## config.mk

```make
export PLATFORM = sky130hd
export DESIGN_NAME = mem_access_flat
export DESIGN_NICKNAME = d
export VERILOG_FILES = /design/src/rtl/mem_access_if.sv /design/src/rtl/mem_access.sv /design/src/flat_wrapper.sv
export SDC_FILE = /design/constraint.sdc
export NUM_CORES = 1
export LEC_CHECK = 0
export BUFFER_PORTS_ARGS = -buffer_cell sky130_fd_sc_hd__buf_2
export CELL_PAD_IN_SITES_DETAIL_PLACEMENT = 0
export CELL_PAD_IN_SITES_GLOBAL_PLACEMENT = 1
export CORE_UTILIZATION = 35
export CTS_CLUSTER_SIZE = 25
export DETAILED_ROUTE_END_ITERATION = 10
export PLACE_DENSITY = 0.95
export SKIP_CTS_REPAIR_TIMING = 1
export SYNTH_ARGS = -nofsm -noshare
export SYNTH_HDL_FRONTEND = slang
export SYNTH_SLANG_ARGS = --single-unit
```

## constraint.sdc

```tcl
create_clock -name clk -period 4.9 [get_ports clk]
set_input_delay 0.98 -clock clk [delete_from_list [all_inputs] [get_ports clk]]
set_output_delay 0.98 -clock clk [all_outputs]
set_load 0.05 [all_outputs]
```

## src/rtl/mem_access_if.sv

```systemverilog
// Data-memory request/grant/response bus between the memory stage and the memory.
interface mem_access_if;
   logic        mem_req;
   logic        mem_we;
   logic [31:0] mem_addr;
   logic [31:0] mem_wdata;
   logic        mem_gnt;
   logic        mem_rvalid;
   logic [31:0] mem_rdata;

   modport master (
      output mem_req, mem_we, mem_addr, mem_wdata,
      input  mem_gnt, mem_rvalid, mem_rdata
   );

   modport slave (
      input  mem_req, mem_we, mem_addr, mem_wdata,
      output mem_gnt, mem_rvalid, mem_rdata
   );
endinterface

```

## src/rtl/mem_access.sv

```systemverilog
// Memory-access pipeline stage: issues loads/stores on the data bus, stalls
// upstream while an access is outstanding, and emits a registered writeback record.
module mem_access #(
   parameter int unsigned TIMEOUT = 16
) (
   input  logic              clk,
   input  logic              rst,
   input  logic              in_valid,
   input  logic              write_reg,
   input  logic              load_en,
   input  logic              store_en,
   input  logic [31:0]       addr,
   input  logic [31:0]       data,
   input  logic [31:0]       res,
   input  logic [4:0]        rd,
   output logic              stall,
   mem_access_if.master      mem,
   output logic              wb_valid,
   output logic              wb_en,
   output logic [4:0]        wb_rd,
   output logic [31:0]       wb_data,
   output logic              misalign,
   output logic              timeout
);

   localparam int unsigned CNT_W = $clog2(TIMEOUT);
   localparam logic [CNT_W-1:0] CNT_LAST = CNT_W'(TIMEOUT - 1);

   typedef enum logic [1:0] {IDLE, REQ, RESP} state_t;

   state_t           state, state_d;
   logic [CNT_W-1:0] cnt, cnt_d;
   logic [4:0]       lat_rd, lat_rd_d;
   logic             lat_wr, lat_wr_d;
   logic             req_d, we_d;
   logic [31:0]      addr_d, wdata_d;
   logic             wb_valid_d, wb_en_d, mis_d, to_d;
   logic [4:0]       wb_rd_d;
   logic [31:0]      wb_data_d;
   logic             is_mem, is_store;

   // Load wins when both request flags are set.
   assign is_mem   = load_en | store_en;
   assign is_store = store_en & ~load_en;

   // State and output registers.
   always_ff @(posedge clk) begin
      if (rst) begin
         state         <= IDLE;
         cnt           <= '0;
         lat_rd        <= '0;
         lat_wr        <= 1'b0;
         mem.mem_req   <= 1'b0;
         mem.mem_we    <= 1'b0;
         mem.mem_addr  <= '0;
         mem.mem_wdata <= '0;
         wb_valid      <= 1'b0;
         wb_en         <= 1'b0;
         wb_rd         <= '0;
         wb_data       <= '0;
         misalign      <= 1'b0;
         timeout       <= 1'b0;
      end else begin
         state         <= state_d;
         cnt           <= cnt_d;
         lat_rd        <= lat_rd_d;
         lat_wr        <= lat_wr_d;
         mem.mem_req   <= req_d;
         mem.mem_we    <= we_d;
         mem.mem_addr  <= addr_d;
         mem.mem_wdata <= wdata_d;
         wb_valid      <= wb_valid_d;
         wb_en         <= wb_en_d;
         wb_rd         <= wb_rd_d;
         wb_data       <= wb_data_d;
         misalign      <= mis_d;
         timeout       <= to_d;
      end
   end

   // Next state, next registered outputs and combinational stall.
   always_comb begin
      state_d    = state;
      cnt_d      = cnt;
      lat_rd_d   = lat_rd;
      lat_wr_d   = lat_wr;
      req_d      = mem.mem_req;
      we_d       = mem.mem_we;
      addr_d     = mem.mem_addr;
      wdata_d    = mem.mem_wdata;
      wb_valid_d = 1'b0;
      wb_en_d    = 1'b0;
      wb_rd_d    = wb_rd;
      wb_data_d  = wb_data;
      mis_d      = 1'b0;
      to_d       = 1'b0;
      stall      = 1'b0;

      case (state)
         IDLE: begin
            cnt_d = '0;
            if (in_valid) begin
               if (!is_mem) begin
                  wb_valid_d = 1'b1;
                  wb_en_d    = write_reg;
                  wb_rd_d    = rd;
                  wb_data_d  = res;
               end else if (addr[1:0] != 2'b00) begin
                  mis_d      = 1'b1;
                  wb_valid_d = 1'b1;
               end else begin
                  stall    = 1'b1;
                  state_d  = REQ;
                  lat_rd_d = rd;
                  lat_wr_d = write_reg;
                  req_d    = 1'b1;
                  we_d     = is_store;
                  addr_d   = addr;
                  wdata_d  = data;
               end
            end
         end
         REQ: begin
            cnt_d = cnt + CNT_W'(1);
            stall = 1'b1;
            if (mem.mem_gnt) begin
               req_d = 1'b0;
               if (mem.mem_we) begin
                  stall      = 1'b0;
                  wb_valid_d = 1'b1;
                  state_d    = IDLE;
               end else if (mem.mem_rvalid) begin
                  stall      = 1'b0;
                  wb_valid_d = 1'b1;
                  wb_en_d    = lat_wr;
                  wb_rd_d    = lat_rd;
                  wb_data_d  = mem.mem_rdata;
                  state_d    = IDLE;
               end else begin
                  state_d = RESP;
               end
            end
         end
         RESP: begin
            cnt_d = cnt + CNT_W'(1);
            stall = 1'b1;
            if (mem.mem_rvalid) begin
               stall      = 1'b0;
               wb_valid_d = 1'b1;
               wb_en_d    = lat_wr;
               wb_rd_d    = lat_rd;
               wb_data_d  = mem.mem_rdata;
               state_d    = IDLE;
            end
         end
         default: state_d = IDLE;
      endcase

      // Abort an access still pending in its last allowed cycle; a completion wins.
      if (state != IDLE && stall && cnt == CNT_LAST) begin
         stall      = 1'b0;
         to_d       = 1'b1;
         wb_valid_d = 1'b1;
         wb_en_d    = 1'b0;
         req_d      = 1'b0;
         state_d    = IDLE;
      end
   end

endmodule

```

## src/flat_wrapper.sv

```systemverilog
// flat-port wrapper written by rule: the top's interface ports become plain ports
module mem_access_flat 
#(
   parameter int unsigned TIMEOUT = 16
)
  (clk, rst, in_valid, write_reg, load_en, store_en, addr, data, res, rd, stall, wb_valid, wb_en, wb_rd, wb_data, misalign, timeout, mem_mem_req, mem_mem_we, mem_mem_addr, mem_mem_wdata, mem_mem_gnt, mem_mem_rvalid, mem_mem_rdata);
  mem_access_if mem_i ();
  input  logic clk;
  input  logic rst;
  input  logic in_valid;
  input  logic write_reg;
  input  logic load_en;
  input  logic store_en;
  input  logic [31:0] addr;
  input  logic [31:0] data;
  input  logic [31:0] res;
  input  logic [4:0] rd;
  output logic stall;
  output logic wb_valid;
  output logic wb_en;
  output logic [4:0] wb_rd;
  output logic [31:0] wb_data;
  output logic misalign;
  output logic timeout;
  output wire logic [$bits(mem_i.mem_req)-1:0] mem_mem_req;
  output wire logic [$bits(mem_i.mem_we)-1:0] mem_mem_we;
  output wire logic [$bits(mem_i.mem_addr)-1:0] mem_mem_addr;
  output wire logic [$bits(mem_i.mem_wdata)-1:0] mem_mem_wdata;
  input wire logic [$bits(mem_i.mem_gnt)-1:0] mem_mem_gnt;
  input wire logic [$bits(mem_i.mem_rvalid)-1:0] mem_mem_rvalid;
  input wire logic [$bits(mem_i.mem_rdata)-1:0] mem_mem_rdata;
  assign mem_mem_req = mem_i.mem_req;
  assign mem_mem_we = mem_i.mem_we;
  assign mem_mem_addr = mem_i.mem_addr;
  assign mem_mem_wdata = mem_i.mem_wdata;
  assign mem_i.mem_gnt = mem_mem_gnt;
  assign mem_i.mem_rvalid = mem_mem_rvalid;
  assign mem_i.mem_rdata = mem_mem_rdata;
  mem_access #(.TIMEOUT(TIMEOUT)) u_core (.clk(clk), .rst(rst), .in_valid(in_valid), .write_reg(write_reg), .load_en(load_en), .store_en(store_en), .addr(addr), .data(data), .res(res), .rd(rd), .stall(stall), .mem(mem_i), .wb_valid(wb_valid), .wb_en(wb_en), .wb_rd(wb_rd), .wb_data(wb_data), .misalign(misalign), .timeout(timeout));
endmodule
```

==> impl_metrics.yaml, run 1 <==
worst_setup_path:
  criticalPathCategory: "in2out"
  crit_family: "simple AND/OR/NAND/NOR gates"
  critPathRequiredTime_ns: 3.92
  path_buf_inv: 2
  crit_arrival_ns: 2.09
  cp-start-kind: "primary input"
  max_stage_delay_ns: 0.31
  endpoint_kind: "primary output"
  path_max_fanout: 3
  reg2reg_from: "u_core.state[0]"
  crit_start: "addr[0]"
  cpMostUsedCell: "buf_2"
  crit_chain: "buf_2 -> or2_1 -> nor3_4 -> nor3_1 -> nor3b_1 -> buf_2"
  cpMaxStageDelayCell: "or2_1"
place:
  gp_congestion: 0.7484
  place_hpwl_um: 9255
  dp_slack_ns: 1.844
  placed_area_sq_um: 6168
  numPortBuffers: 248
  place_inst: 941
floorplan:
  ios: 249
  row_count: 42
  die_h_um: 120.1
  die_w_um: 120.1
  initial_core_util: 0.3641
  die-area_sq_um: 14420
  core-area_sq_um: 13400
cells_and_area:
  syn_to_final_growth_pct: 38.05
  fillCellCount: 1358
  mostFrequentLayoutCell: "buf_2"
  diodes: 0
  multiInputGateArea_sq_um: 2251
  post-route-util: 0.5027
  nNetsFinal: 931
  regArea_sq_um: 2382
  post_route_cells_drive_above_1_share: 0.3777
  final_cell_mix: "buf_2 (247), nand2_1 (142), dfxtp_1 (119), a21oi_1 (110), mux2i_1 (37)"
  fin_area_sq_um: 6736
  layoutNonFillerInstCount: 973
grt:
  grt_overflow_total: 0
  antenna_found_initial: 2
  grtUsageTotal: 0.1884
  grt_pass1_wl_um: 21050
  grt_max_degree: 82
  grt_pass1_vias: 4297
synth:
  syn-cell-area_sq_um: 4880
  yosys_register_bits: 119
  synth_compound_area_frac: 0.2126
  synth.mux.area_fraction: 0.07590
  synth_edf_count: 0
  synthesis.instances: 555
  async_flop_share: 0
  synth_flop_cell: "dfxtp_1"
  synth_fa_ha_area_frac: 0.01538
  synth_nets: 702
  synth_top_family_by_area: "compound AO/OA/AOI/OAI gates"
  synth.yosys.warnings: 0
  synth_area_per_cell_sq_um: 8.792
  ys_seq_area_frac: 0.4882
  yosys.area_share.simple: 0.1536
  synth-xor-area-share: 0
  synth_cell_type_count: 38
timing:
  final_hold_viol_count: 0
  setup-tns-final_ns: 0
  worst_hold_slack_ns: 0.4499
  clock.fmax_ghz: 0.3256
  grt_setup_unrepaired: "false"
  drv_slew: 0
  post-route-min-period_ns: 3.071
  final.period_utilization: 0.6268
  relSlewSlack: 0.3807
  clock_skew_ns: 0.003851
  setup-violations-final: 0
  fin_ws_ns: 1.829
  tightest_slew_ns: 0.9289
clock_tree:
  htree_levels: 4
  clk_pin_slew_ns: 0.05
  numCtsBuffers: 17
  cts_tree: "yes"
  clock_path_buffers: 2
  clk_latency_ns: 0.41
  cts_root_buffer: "clkbuf_16"
  cts_sinks: 119
routing:
  first_pass_iters: 4
  routed_wl_um: 13610
  drtAntennaViolNets: 0
  wl_per_cell_um: 13.99
  avgViaCountPerCell: 4.784
  num_vias: 4655
  dr.first_iter.drc_count: 198
  drc: 0
power:
  swShare: 0.3594
  power_switching_mw: 1.211
  total_power_mw: 3.370
  p_int_mw: 2.158
  seqPwrFrac: 0.336
  pwr-share-clk: 0.352
  max-vdd-ir-drop_mv: 0.2302
  share_comb_of_total_power: 0.311
  powerDensity_nw_per_um2: 500.2
  p_leak_nw: 2.962
min_path:
  hold_start: "u_core.mem.mem_wdata[3]"
  hold_class: "reg2reg"
outcome:
  status: "complete, no violations"
flow_run:
  maxCapViolations: 0
## cell usage after synthesis, types with 2 or more instances
library cell	n	area, sq um
a211oi_1	28	210.2
a211oi_2	12	150.1
a21oi_1	110	550.5
and2_1	4	25.02
and3_1	2	12.51
buf_2	11	55.05
buf_4	9	67.56
buf_6	4	45.04
clkbuf_1	20	75.07
dfxtp_1	119	2382
ha_1	6	75.07
inv_1	5	18.77
mux2i_1	37	370.4
nand2_1	142	533.0
nand2b_1	3	18.77
nand3_1	5	25.02
nor2_1	7	26.28
nor2b_1	2	12.51
nor3b_1	3	22.52
nor4_1	2	12.51
o211ai_1	2	15.01
o21ai_0	3	15.01
o31a_1	3	26.28
or2_1	2	12.51
## sequential cells by signal, indices dropped and copies added, names as in the netlist
| register | cells |
|---|---|
| u_core.cnt | 4 |
| u_core.lat_rd | 5 |
| u_core.lat_wr | 1 |
| u_core.mem.mem_addr | 32 |
| u_core.mem.mem_req | 1 |
| u_core.mem.mem_wdata | 32 |
| u_core.mem.mem_we | 1 |
| u_core.misalign | 1 |
| u_core.state | 2 |
| u_core.timeout | 1 |
| u_core.wb_data | 32 |
| u_core.wb_en | 1 |
| u_core.wb_rd | 5 |
| u_core.wb_valid | 1 |
## worst paths after layout
check	end	slack [ns]	cells after the start
hold reg to reg	u_core.mem.mem_wdata[3]	0.45	2
setup reg to reg	u_core.wb_data[30]	2.41	7
setup / recovery	stall	1.83	6
hold / removal	u_core.mem.mem_wdata[3]	0.45	2
## layout make-up
| type | count | area share |
|---|---|---|
| sequential | 119 | 0.3536 |
| multi-input combinational | 386 | 0.3341 |
| timing repair buffer | 255 | 0.1924 |
| clock buffer | 23 | 0.06947 |
| tap | 176 | 0.03269 |
| clock inverter | 9 | 0.01486 |
| inverter | 5 | 0.002786 |
## power groups by stage
stage | clock (mW) | combinational [mW] | sequential [mW]
after floorplan | 0 | 0.469 | 1.51
after global placement | 0 | 1.05 | 1.15
after detailed placement | 0 | 1.06 | 1.15
after CTS | 1.22 | 1.06 | 1.13
after global routing | 1.27 | 1.12 | 1.15
final | 1.19 | 1.05 | 1.13
## kinds of logic after synthesis
group / count (synthesis)
AND/OR/NAND/NOR: 177
AO/OA/AOI/OAI: 166
flip-flops: 119
buffers and inverters: 50
multiplexers: 37
adder cells (fa/ha/maj): 6
## routing by layer
layer  vias to the layer above  part of all wire  track usage
met5                         -                 0            0
li1                       2375                 -            -
met3                        13              0.10      0.07795
met1                      2081              0.43       0.2248
met2                       186              0.46       0.3003
met4                         0             0.011      0.07031
## tightest hold or removal path: stages, from the launching register on
cell and delay [ns]:
dfxtp_1 0.30, nand2_1 0.05, a21oi_1 0.05
No activity file was read; power rests on OpenSTA's default activity.
==> run 2: changes to the inputs <==
--- a/config.mk
+++ b/config.mk
@@ -5,13 +5,14 @@
 export SDC_FILE = /design/constraint.sdc
 export NUM_CORES = 1
 export LEC_CHECK = 0
+export ABC_AREA = 1
 export BUFFER_PORTS_ARGS = -buffer_cell sky130_fd_sc_hd__buf_2
 export CELL_PAD_IN_SITES_DETAIL_PLACEMENT = 0
 export CELL_PAD_IN_SITES_GLOBAL_PLACEMENT = 1
-export CORE_UTILIZATION = 35
+export CORE_UTILIZATION = 29
 export CTS_CLUSTER_SIZE = 25
 export DETAILED_ROUTE_END_ITERATION = 10
-export PLACE_DENSITY = 0.95
+export PLACE_DENSITY = 0.86
 export SKIP_CTS_REPAIR_TIMING = 1
 export SYNTH_ARGS = -nofsm -noshare
 export SYNTH_HDL_FRONTEND = slang
==> constraint.sdc (replaced) <==
create_clock -name clk -period 2.58 [get_ports clk]
set_input_delay 0.516 -clock clk [delete_from_list [all_inputs] [get_ports clk]]
set_output_delay 0.516 -clock clk [all_outputs]
set_load 0.05 [all_outputs]
==> run 2 against run 1 <==
Clock-buffer cell count fell by 3. Sequential cell count did not move. Non-clock buffer count rose by 8. Critical endpoint unchanged. Routed wire length rose by 12%. Critical path depth rose by 3. Clock power rose by 110%. First-iteration DRC count fell by 4.0%. Die area rose by 29%. Synthesized cell count rose by 26%.
==> impl_metrics.yaml, run 2 <==
timing:
  final_hold_viol_count: 0
  grt_setup_unrepaired: "false"
  post-route-min-period_ns: 2.372
  drv_slew: 0
  clock.fmax_ghz: 0.4217
  final.period_utilization: 0.9192
  relSlewSlack: 0.6134
  setup-violations-final: 0
  fin_ws_ns: 0.2084
  clock_skew_ns: 0.006556
  setup-tns-final_ns: 0
  tightest_slew_ns: 0.5799
synth:
  synthesis.instances: 702
  synth_fa_ha_area_frac: 0.01431
  synth_area_per_cell_sq_um: 7.472
  synth_area_leaders: "dfxtp_1 (45%), nand2_1 (16%), a21oi_1 (5.7%), nor2_2 (5.2%), nand3_1 (4.6%)"
  synth_flop_cell: "dfxtp_1"
  yosysTopAreaCellShare: 0.4542
  ys_seq_area_frac: 0.4542
  synth_edf_count: 0
  yosys.cell_count.top_type: "nand2_1"
  synth_cell_type_count: 29
  synth.mux.area_fraction: 0
  synth_compound_area_frac: 0.1355
  synth-xor-area-share: 0
  async_flop_share: 0
  yosys.area.top_type: "dfxtp_1"
  synth_common_cells: "nand2_1 (224), dfxtp_1 (119), a21oi_1 (60)"
  yosys_register_bits: 119
  synth.yosys.warnings: 0
  synth_nets: 849
  synth_top_family_by_area: "simple AND/OR/NAND/NOR gates"
  syn-cell-area_sq_um: 5245
  yosys.area_share.simple: 0.3218
power:
  powerDensity_nw_per_um2: 738.8
  power_switching_mw: 1.514
  pwr-share-clk: 0.473
  seqPwrFrac: 0.367
  share_comb_of_total_power: 0.161
  swShare: 0.2822
  p_int_mw: 3.850
  p_leak_nw: 3.443
  max-vdd-ir-drop_mv: 0.4864
routing:
  avgViaCountPerCell: 4.410
  drtAntennaViolNets: 0
  routed_wl_um: 15270
  wl_per_cell_um: 12.99
  first_pass_iters: 4
  dr.first_iter.drc_count: 190
  drc: 0
  num_vias: 5186
worst_setup_path:
  max_stage_delay_ns: 0.35
  criticalPathCategory: "reg2out"
  cpMaxStageDelayCell: "dfxtp_1"
  ff2ff_setup_slack_ns: 0.62
  reg2reg_from: "u_core.state[0]"
  crit_family: "simple AND/OR/NAND/NOR gates"
  rr_worst_depth: 9
  crit_arrival_ns: 1.86
  crit_chain: "inv_1 -> ha_1 -> nand2_1 -> inv_2 -> nand2_4 -> nand2_1 -> nand2_1 -> nor2_1 -> clkbuf_4"
  critPathRequiredTime_ns: 2.06
  endpoint_kind: "primary output"
  path_max_fanout: 5
  path_buf_inv: 3
  cp-start-kind: "register"
  cpMostUsedCell: "nand2_1"
  r2r-end: "u_core.wb_data[13]"
outcome:
  status: "complete, no violations"
grt:
  grt_pass1_wl_um: 23960
  grt_max_degree: 55
  grtUsageTotal: 0.1674
  antenna_found_initial: 1
  grt_overflow_total: 0
  grt_pass1_vias: 4949
clock_tree:
  clock_path_buffers: 2
  cts_root_buffer: "clkbuf_16"
  clk_latency_ns: 0.41
  htree_levels: 4
  numCtsBuffers: 17
  cts_tree: "yes"
  clk_pin_slew_ns: 0.06
  cts_sinks: 119
floorplan:
  ios: 249
  initial_core_util: 0.3001
  die-area_sq_um: 18630
  core-area_sq_um: 17480
  die_h_um: 136.5
  die_w_um: 136.5
  row_count: 48
min_path:
  holdPathStages: 3
  hold_start: "addr[29]"
  hold_class: "in2reg"
  worstHoldEndpoint: "u_core.mem.mem_addr[29]"
cells_and_area:
  mostFrequentLayoutCell: "buf_2"
  largest_registers: "u_core.mem.mem_addr (32), u_core.mem.mem_wdata (32), u_core.wb_data (32)"
  syn_to_final_growth_pct: 38.43
  final_cell_mix: "buf_2 (247), nand2_1 (224), dfxtp_1 (119), a21oi_1 (60), nor2_1 (50)"
  nNetsFinal: 1085
  diodes: 0
  layoutNonFillerInstCount: 1176
  post_route_cells_drive_above_1_share: 0.3859
place:
  dp_slack_ns: 0.5141
  gp_congestion: 0.7663
  numPortBuffers: 248
  place_hpwl_um: 10850
  place_inst: 1144
flow_run:
  maxCapViolations: 0
run 2: worst max path at each step:
stage | from | slack, ns | depth (start not counted) | end
after floorplan | u_core.state[0] | 0.39 | 8 | stall
final | u_core.state[0] | 0.21 | 9 | stall
after detailed placement | addr[1] | 0.51 | 9 | stall
after CTS | u_core.state[0] | 0.14 | 9 | stall
after global placement | addr[1] | 0.52 | 9 | stall
after global routing | u_core.state[0] | 0.01 | 9 | stall
run 2: kinds of logic (layout without fill, tap and decap cells):
kind of cell | count (synthesis) | count (layout)
AO/OA/AOI/OAI | 114 | 114
flip-flops | 119 | 119
buffers and inverters | 74 | 323
AND/OR/NAND/NOR | 389 | 389
adder cells (fa/ha/maj) | 6 | 6
run 2: metal layers:
metal / track usage / routed length [um] / vias to the layer above
met2: 0.2905 / 7347 / 177
li1: - / - / 2707
met5: 0 / 8 / -
met4: 0.06975 / 243 / 2
met3: 0.05406 / 1166 / 20
met1: 0.1870 / 6506 / 2280
run 2: power groups by stage:
stage	sequential, mW	combinational (mW)	clock, mW
after floorplan	2.28	0.332	0
after global placement	2.00	0.867	0
after detailed placement	2.01	0.868	0
after CTS	1.97	0.871	2.60
after global routing	1.98	0.934	2.68
final	1.97	0.862	2.53
run 2: metrics by stage:
step | power [mW] | area [sq um] | hold slack (ns) | utilization
after global placement | 2.869 | 6626 | 0.4431 | 0.3792
after CTS | 5.439 | 7258 | 0.3252 | 0.4153
final | 5.364 | 7261 | 0.3437 | 0.4155
after floorplan | 2.616 | 5245 | 0.4447 | -
after detailed placement | 2.874 | 6626 | 0.4503 | 0.3792
after global routing | 5.593 | 7261 | 0.3308 | 0.4155
run 2: area by class of cell:
type                    instances  area (sq um)
clock buffers                  20         456.7
clock inverters                12         175.2
fillers                      1832         10220
inverters                      28         106.4
multi-input cells             509          2477
flip-flops and latches        119          2382
well taps                     225         281.5
repair buffers                263          1381
run 2: tightest hold or removal path: cells and delay by family:
family	cells	cell delay (ns)
buffers and inverters	1	0.09
AOI/OAI and AO/OA	1	0.05
and+or+nand+nor	1	0.05
==> run 3: changes to the inputs <==
--- a/config.mk
+++ b/config.mk
@@ -9,6 +9,7 @@
 export BUFFER_PORTS_ARGS = -buffer_cell sky130_fd_sc_hd__buf_2
 export CELL_PAD_IN_SITES_DETAIL_PLACEMENT = 0
 export CELL_PAD_IN_SITES_GLOBAL_PLACEMENT = 1
+export CORE_ASPECT_RATIO = 2
 export CORE_UTILIZATION = 29
 export CTS_CLUSTER_SIZE = 25
 export DETAILED_ROUTE_END_ITERATION = 10
==> run 3 against run 2 <==
Worst hold slack better by 0.0044 ns. Final cell count down 1.1%. Clock power down 11%. Routed wire length up 3.2%. Worst setup slack worse by 0.046 ns. Highest routed layer is now met4. Global-route usage about the same. Die area up 0.17%.
==> impl_metrics.yaml, run 3 (synthesis gave the netlist of run 2 again) <==
place:
  gp_congestion: 0.8530
  place_hpwl_um: 11500
  placed_area_sq_um: 6621
  numPortBuffers: 248
outcome:
  status: "complete, no violations"
worst_setup_path:
  critPathRequiredTime_ns: 2.06
  endpoint_kind: "primary output"
  crit_arrival_ns: 1.90
  reg2reg_from: "u_core.state[0]"
  crit_chain: "inv_1 -> ha_1 -> nand2_1 -> inv_2 -> nand2_4 -> nand2_1 -> nand2_1 -> nor2_2 -> buf_12"
  cpMaxStageDelayCell: "dfxtp_1"
  criticalPathCategory: "reg2out"
  max_stage_delay_ns: 0.35
  rr_worst_depth: 8
  ff2ff_setup_slack_ns: 0.50
  cpMostUsedCell: "nand2_1"
  path_buf_inv: 3
  cp-start-kind: "register"
  r2r-end: "u_core.wb_data[17]"
  path_max_fanout: 5
  crit_family: "simple AND/OR/NAND/NOR gates"
floorplan:
  initial_core_util: 0.2964
  die_h_um: 192.2
  core-area_sq_um: 17700
  die_w_um: 97.10
  ios: 249
  die-area_sq_um: 18660
  row_count: 69
cells_and_area:
  nNetsFinal: 1083
  post_route_cells_drive_above_1_share: 0.3850
  fin_area_sq_um: 7189
  largest_registers: "u_core.mem.mem_addr (32), u_core.mem.mem_wdata (32), u_core.wb_data (32)"
  post-route-util: 0.4062
  mostFrequentLayoutCell: "buf_2"
  syn_to_final_growth_pct: 37.07
  final_cell_mix: "buf_2 (247), nand2_1 (224), dfxtp_1 (119), a21oi_1 (60)"
power:
  powerDensity_nw_per_um2: 706.8
  max-vdd-ir-drop_mv: 0.4144
  p_leak_nw: 3.408
routing:
  wl_per_cell_um: 13.55
  drtAntennaViolNets: 0
  drc: 0
  avgViaCountPerCell: 4.488
  dr.first_iter.drc_count: 132
  first_pass_iters: 4
  num_vias: 5220
  routed_wl_um: 15760
timing:
  relSlewSlack: 0.3858
  final.period_utilization: 0.9369
  clock_skew_ns: 0.005430
  final_hold_viol_count: 0
  post-route-min-period_ns: 2.417
  tightest_slew_ns: 0.9213
  worst_hold_slack_ns: 0.3480
  setup-tns-final_ns: 0
  clock.fmax_ghz: 0.4137
  drv_slew: 0
  grt_setup_unrepaired: "false"
  setup-violations-final: 0
clock_tree:
  cts_tree: "yes"
  clk_latency_ns: 0.41
  numCtsBuffers: 17
  clock_path_buffers: 2
  htree_levels: 4
  cts_sinks: 119
  clk_pin_slew_ns: 0.05
  cts_root_buffer: "clkbuf_16"
grt:
  antenna_found_initial: 1
  grt_pass1_vias: 5041
  grt_pass1_wl_um: 24470
  grt_max_degree: 53
  grt_overflow_total: 0
  grtUsageTotal: 0.1669
min_path:
  hold_start: "addr[10]"
  worstHoldEndpoint: "u_core.mem.mem_addr[10]"
  hold_class: "in2reg"
  holdPathStages: 3
flow_run:
  maxCapViolations: 0
## run 3: layout make-up
class | count | area (sq um)
fillers | 1892 | 10510
multi-input cells | 509 | 2495
flip-flops and latches | 119 | 2382
repair buffers | 261 | 1379
clock buffers | 21 | 450.4
well taps | 213 | 266.5
inverters | 28 | 106.4
clock inverters | 10 | 105.1
diodes | 2 | 5.005
## run 3: power breakdown
group          total (mW)  switching [mW]  internal, mW
clock                2.25           0.818          1.43
sequential           1.97          0.0460          1.92
combinational       0.865           0.601         0.264
## run 3: worst max-delay path by stage
stage / startpoint / end / slack [ns] / cells past startpoint
after floorplan: u_core.state[0] / stall / 0.39 / 8
after global placement: mem_mem_rvalid / stall / 0.45 / 9
after detailed placement: mem_mem_rvalid / stall / 0.45 / 9
after CTS: u_core.state[1] / stall / -0.007 / 9
after global routing: u_core.state[1] / stall / 0.002 / 9
final: u_core.state[0] / stall / 0.16 / 9
## run 3: per-layer routing
metal  GRT usage  routed length, um  vias to the layer above  part of all wire
met5           0                  0                        -                 0
li1            -                  -                     2699                 -
met1      0.1590               5576                     2322              0.35
met2      0.3239               8890                      168              0.56
met4     0.09185                527                        0             0.033
met3     0.03857                765                       31             0.049
## run 3: stage by stage
step / total power, mW / setup WS (ns) / std cells
6_report: 5.081 / 0.1628 / 1163
5_1_grt: 5.295 / 0.001524 / 1162
4_1_cts: 5.167 / -0.006825 / 1161
3_5_place_dp: 2.882 / 0.4490 / 1130
3_3_place_gp: 2.876 / 0.4546 / 1130
2_1_floorplan: 2.616 / 0.3946 / 702
## run 3: worst min-delay path, delay by kind of cell
family	cells	cell delay [ns]
AO/OA/AOI/OAI	1	0.05
AND/OR/NAND/NOR	1	0.05
buffers and inverters	1	0.09
